===== config.mk =====
export PLATFORM = sky130hd
export DESIGN_NAME = keystream_gen_flat
export DESIGN_NICKNAME = d
export VERILOG_FILES = /design/src/rtl/keystream_if.sv /design/src/rtl/keystream_gen.sv /design/src/flat_wrapper.sv
export SDC_FILE = /design/constraint.sdc
export NUM_CORES = 1
export LEC_CHECK = 0
export ABC_CLOCK_PERIOD_IN_PS = 2500
export CAP_MARGIN = 20
export CORE_ASPECT_RATIO = 1.25
export CORE_MARGIN = 2
export CORE_UTILIZATION = 51
export DETAILED_ROUTE_END_ITERATION = 6
export PLACE_DENSITY = 0.81
export SYNTH_ARGS = -nofsm -noshare
export SYNTH_HDL_FRONTEND = slang
export SYNTH_SLANG_ARGS = --single-unit

===== constraint.sdc =====
create_clock -name clk -period 2.5 [get_ports clk]
set_clock_uncertainty 0.1 [all_clocks]
set_input_delay 0.5 -clock clk [delete_from_list [all_inputs] [get_ports clk]]
set_output_delay 0.5 -clock clk [all_outputs]
set_load 0.1 [all_outputs]

===== src/rtl/keystream_if.sv =====
// keystream_if: start/mantissa/key-byte handshake bundle for keystream_gen.
interface keystream_if;
    logic        start;
    logic [17:0] num_bytes;
    logic        ex_valid;
    logic [22:0] EX1, EX2, EX3;
    logic        ex_ready;
    logic [7:0]  key_byte;
    logic        key_valid;
    logic        key_ready;
    logic        busy;
    logic        done;
    modport master (output start, num_bytes, ex_valid, EX1, EX2, EX3, key_ready,
                    input  ex_ready, key_byte, key_valid, busy, done);
    modport slave  (input  start, num_bytes, ex_valid, EX1, EX2, EX3, key_ready,
                    output ex_ready, key_byte, key_valid, busy, done);
endinterface


===== src/rtl/keystream_gen.sv =====
// keystream_gen: folds chaotic-map mantissa triples into key bytes behind a 4-entry show-ahead FIFO.
module keystream_gen (
    input logic        clk,
    input logic        rst,
    keystream_if.slave bus
);
    typedef enum logic [1:0] {IDLE, FETCH, EMIT, FLUSH} state_t;
    state_t           state, state_nx;
    logic [17:0]      remaining;
    logic [1:0]       idx, wr_ptr, rd_ptr;
    logic [2:0]       count;
    logic [2:0][7:0]  k;
    logic [3:0][7:0]  mem;
    logic             done_q, done_nx, push, pop, accept;
    // push sees the pre-pop count, so a full FIFO blocks even when draining
    assign push   = state == EMIT && count < 3'd4;
    assign pop    = bus.key_valid && bus.key_ready;
    assign accept = state == FETCH && bus.ex_valid;
    assign bus.ex_ready  = state == FETCH;
    assign bus.key_valid = count != 3'd0;
    assign bus.key_byte  = bus.key_valid ? mem[rd_ptr] : 8'h00;
    assign bus.busy      = state != IDLE;
    assign bus.done      = done_q;
    always_comb begin
        state_nx = state;
        done_nx  = 1'b0;
        case (state)
            IDLE: begin
                if (bus.start && bus.num_bytes != 18'd0) state_nx = FETCH;
                done_nx = bus.start && bus.num_bytes == 18'd0;
            end
            FETCH: if (bus.ex_valid) state_nx = EMIT;
            EMIT: if (push) state_nx = remaining == 18'd1 ? FLUSH : idx == 2'd2 ? FETCH : EMIT;
            FLUSH: if (count == 3'd0) begin
                state_nx = IDLE;
                done_nx  = 1'b1;
            end
            default: state_nx = IDLE;
        endcase
    end
    always_ff @(posedge clk or negedge rst) begin
        if (!rst) begin
            state     <= IDLE;
            done_q    <= 1'b0;
            remaining <= '0;
            idx       <= '0;
            k         <= '0;
            mem       <= '0;
            wr_ptr    <= '0;
            rd_ptr    <= '0;
            count     <= '0;
        end else begin
            state  <= state_nx;
            done_q <= done_nx;
            if (state == IDLE && bus.start) remaining <= bus.num_bytes;
            if (accept) begin
                k[0] <= bus.EX1[7:0] ^ bus.EX2[15:8] ^ bus.EX3[22:15];
                k[1] <= bus.EX2[7:0] ^ bus.EX3[15:8] ^ bus.EX1[22:15];
                k[2] <= bus.EX3[7:0] ^ bus.EX1[15:8] ^ bus.EX2[22:15];
                idx  <= '0;
            end
            if (push) begin
                mem[wr_ptr] <= k[idx];
                wr_ptr      <= wr_ptr + 2'd1;
                remaining   <= remaining - 18'd1;
                idx         <= idx + 2'd1;
            end
            if (pop) rd_ptr <= rd_ptr + 2'd1;
            count <= count + 3'(push) - 3'(pop);
        end
    end
endmodule


===== src/flat_wrapper.sv =====
// flat-port wrapper written by rule: the top's interface ports become plain ports
module keystream_gen_flat 
  (clk, rst, bus_start, bus_num_bytes, bus_ex_valid, bus_EX1, bus_EX2, bus_EX3, bus_key_ready, bus_ex_ready, bus_key_byte, bus_key_valid, bus_busy, bus_done);
  keystream_if bus_i ();
  input logic clk;
  input logic rst;
  input wire logic [$bits(bus_i.start)-1:0] bus_start;
  input wire logic [$bits(bus_i.num_bytes)-1:0] bus_num_bytes;
  input wire logic [$bits(bus_i.ex_valid)-1:0] bus_ex_valid;
  input wire logic [$bits(bus_i.EX1)-1:0] bus_EX1;
  input wire logic [$bits(bus_i.EX2)-1:0] bus_EX2;
  input wire logic [$bits(bus_i.EX3)-1:0] bus_EX3;
  input wire logic [$bits(bus_i.key_ready)-1:0] bus_key_ready;
  output wire logic [$bits(bus_i.ex_ready)-1:0] bus_ex_ready;
  output wire logic [$bits(bus_i.key_byte)-1:0] bus_key_byte;
  output wire logic [$bits(bus_i.key_valid)-1:0] bus_key_valid;
  output wire logic [$bits(bus_i.busy)-1:0] bus_busy;
  output wire logic [$bits(bus_i.done)-1:0] bus_done;
  assign bus_i.start = bus_start;
  assign bus_i.num_bytes = bus_num_bytes;
  assign bus_i.ex_valid = bus_ex_valid;
  assign bus_i.EX1 = bus_EX1;
  assign bus_i.EX2 = bus_EX2;
  assign bus_i.EX3 = bus_EX3;
  assign bus_i.key_ready = bus_key_ready;
  assign bus_ex_ready = bus_i.ex_ready;
  assign bus_key_byte = bus_i.key_byte;
  assign bus_key_valid = bus_i.key_valid;
  assign bus_busy = bus_i.busy;
  assign bus_done = bus_i.done;
  keystream_gen u_core (.clk(clk), .rst(rst), .bus(bus_i));
endmodule

==> results.toml <==
[clock_tree]
cts_tree = "built"
insertion_delay_ns = 0.37
tritoncts.num_buffers = 9
clkSinkCount = 86
cts.clk_slew.worst_paths_ns = 0.09
cts_max_level = 3
cts_max_path_buffers = 2
cts-root-buf = "clkbuf_8"

[final_layout]
stdcell_count = 701
drive_above_1_share_pct = 9.98
n_fill_cell = 674
n_antenna_cell = 0
syn2layout_area_growth_pct = 32.8
fin_nets = 683
multi_input_area_sq_um = 2310
stdcell_area_sq_um = 6110
ff_latch_area_sq_um = 2150

[placement]
hpwl_mm = 7.81
placed_area_sq_um = 5870
gp_congestion = 0.886
io_buffers = 103
dpl.cell_count = 684

[run_status]
status = "complete, no violations"

[global_routing]
grt_pass1_wl_mm = 17.5
grt.total_usage_pct = 23.1
first_global_vias = 3871
grt-ovfl-total = 0
antenna_found_initial = 0
grt_max_degree = 51

[floorplan]
core-area_sq_um = 8750
io_pins = 104
die_x_um = 89.0
die_area_sq_um = 9800
rows = 38
start_util_pct = 52.6
die_y_um = 110

[synthesis]
synth_top_area_share_pct = 46.8
synth_edf_count = 0
synth.net_count = 579
synthFlopType = "dfrtp_1"
syn_area_sq_um = 4600
yosys_warnings = 0
ys_top_cells_by_area = "dfrtp_1, o21ai_0, nand2_1, xnor2_1, xor2_1"
async_reset_ff_share_pct = 100
synth_seq_cells = 86
synth_cell_types = 46
yosysTopAreaCell = "dfrtp_1"
synthCells = 472
yosysMostFrequentCell = "dfrtp_1"
synth_common_cells = "dfrtp_1, nand2_1, o21ai_0, nor2_1, xnor2_1"
syn_avg_cell_area_sq_um = 9.75
yosysSeqAreaShare_pct = 46.8

[drt]
drc = 0
dr.max_layer_used = "met4"
drtIter0Drc = 175
wl_met2_mm = 5.73
num_vias = 3806
met1Wirelength_mm = 4.15
ant_nets = 0
routed_wl_mm = 10.5
wl_met3_um = 389
post_drt_wl_per_cell_um = 15.0
routed_via_density = 5.43
drtPass1Iterations = 5

[worst_setup_path]
reg2reg_to = "u_core.count[2]$_DFF_PN0_"
crit_family = "multiplexers"
crit_type = "flip-flop to output pin"
end_kind = "output pin"
critPathSlowestCell = "mux4_2"
cp_cell_sequence = "buf_6 -> mux4_2 -> and2_1 -> buf_12"
worstRegToRegCells = 10
startpoint_type = "flip-flop"
reg2reg_from = "u_core.count[2]$_DFF_PN0_"
cp_max_fo = 10
cp_data_required_time_ns = 1.90
cpPeakStageDelay_ns = 0.53
path_buf_inv = 2
r2r_setup_slack_ns = 0.20
cp_data_arrival_time_ns = 1.79

[sta]
timing.fmax_mhz = 418
post-route-period-util_pct = 95.6
setup_viol = 0
slew_headroom_pct = 57.1
slew_violations = 0
tightestPinTransition_ns = 0.638
hold_viol_final = 0
whs_ns = 0.383
fin_crit_ns = 2.39
rsz0062_at_grt = "false"
setup_tns_ns = 0

[hold_path]
worst_hold_path.endpoint = "u_core.mem[16]$_DFFE_PN0P_"
holdPathStages = 2
hp-start = "u_core.mem[16]$_DFFE_PN0P_"
hp-class = "flip-flop to flip-flop"

[pwr]
p_total_mw = 7.15
ir_drop_mv = 0.543
power_density_nw_per_um2 = 1170
leakage_nw = 2.57

[job]
cap_violations = 0
## cell families (layout without fill, tap and decap cells)
logic type      count (synthesis)  in the layout  synth area share (%)
simple gates                  153            153                  15.9
fa+ha+maj                      15             15                  4.24
buf+inv                        36            145                  3.10
xor+xnor                       53             53                  10.1
compound gates                112            112                  14.1
flops                          86             86                  46.8
mux                            17             17                  5.87
## area by class of cell
type | count | share of cell area, %
clock inverters | 7 | 1.58
clock buffers | 9 | 2.03
flip-flops and latches | 86 | 35.2
inverters | 17 | 1.09
multi-input cells | 350 | 37.8
repair buffers | 112 | 19.8
well taps | 120 | 2.46
## worst register-to-register path, cell delays in order, from the launching register on
cell and delay (ns):
dfrtp_1 0.43, nor3_2 0.22, inv_1 0.07, and2_1 0.17, ha_1 0.28, inv_1 0.06
ha_1 0.13, inv_1 0.05, fa_1 0.37, xnor2_1 0.20, xnor2_1 0.15
## flip-flops by register name (all words and copies together), names as in the netlist
register,flops
u_core.bus.done,1
u_core.mem,32
u_core.remaining,18
u_core.state,2
u_core.k,24
u_core.wr_ptr,2
u_core.rd_ptr,2
u_core.idx,2
u_core.count,3
## layout by cell type (no fill, tap or decap), types with 10 or more instances in the layout
| cell type | n |
|---|---|
| a21oi_1 | 17 |
| ha_1 | 14 |
| dfrtp_1 | 86 |
| o21ai_0 | 68 |
| nand2_1 | 74 |
| buf_12 | 11 |
| clkdlybuf4s50_1 | 90 |
| inv_1 | 16 |
| and2_1 | 10 |
| nor2_1 | 32 |
| xnor2_1 | 28 |
| xor2_1 | 25 |
## power breakdown
group	internal, mW	leakage (nW)	total (mW)	switching [mW]
combinational	1.44	1.39	3.56	2.13
sequential	1.98	1.08	2.50	0.523
clock	0.564	0.102	1.08	0.518
total	3.98	2.57	7.15	3.17
## timing repair
item                                    4_1_cts  5_1_grt
hold buffers                                  1        0
setup buffers                                 0        0
endpoints found under the setup margin        0        5
hold endpoints to repair                     29        0
resized for setup                             0        2
## how the worst max path moves through the flow
stage / start / endpoint / slack [ns] / cells after the start
2_1_floorplan: u_core.count[2]$_DFF_PN0_ / u_core.count[2]$_DFF_PN0_ / 0.03 / 11
3_3_place_gp: bus_key_ready / u_core.count[2]$_DFF_PN0_ / 0.09 / 9
3_5_place_dp: bus_key_ready / u_core.count[2]$_DFF_PN0_ / 0.04 / 9
4_1_cts: u_core.rd_ptr[0]$_DFFE_PN0P_ / bus_key_byte[7] / 0.05 / 4
5_1_grt: u_core.rd_ptr[0]$_DFFE_PN0P_ / bus_key_byte[4] / 0.03 / 4
6_report: u_core.rd_ptr[0]$_DFFE_PN0P_ / bus_key_byte[7] / 0.11 / 4
## metrics by stage
step / util (%) / setup slack [ns]
floorplan: - / 0.0266
global placement: 67.1 / 0.0893
CTS: 69.7 / 0.0499
finish: 69.8 / 0.109
global route: 69.8 / 0.0317
detailed placement: 67.1 / 0.0356
## routing by layer
layer	global-route usage (%)	up-vias
li1	-	1832
met1	28.0	1834
met2	41.0	116
met3	4.10	24
met4	8.32	0
met5	0	-
No activity file was read; power rests on OpenSTA's default activity.
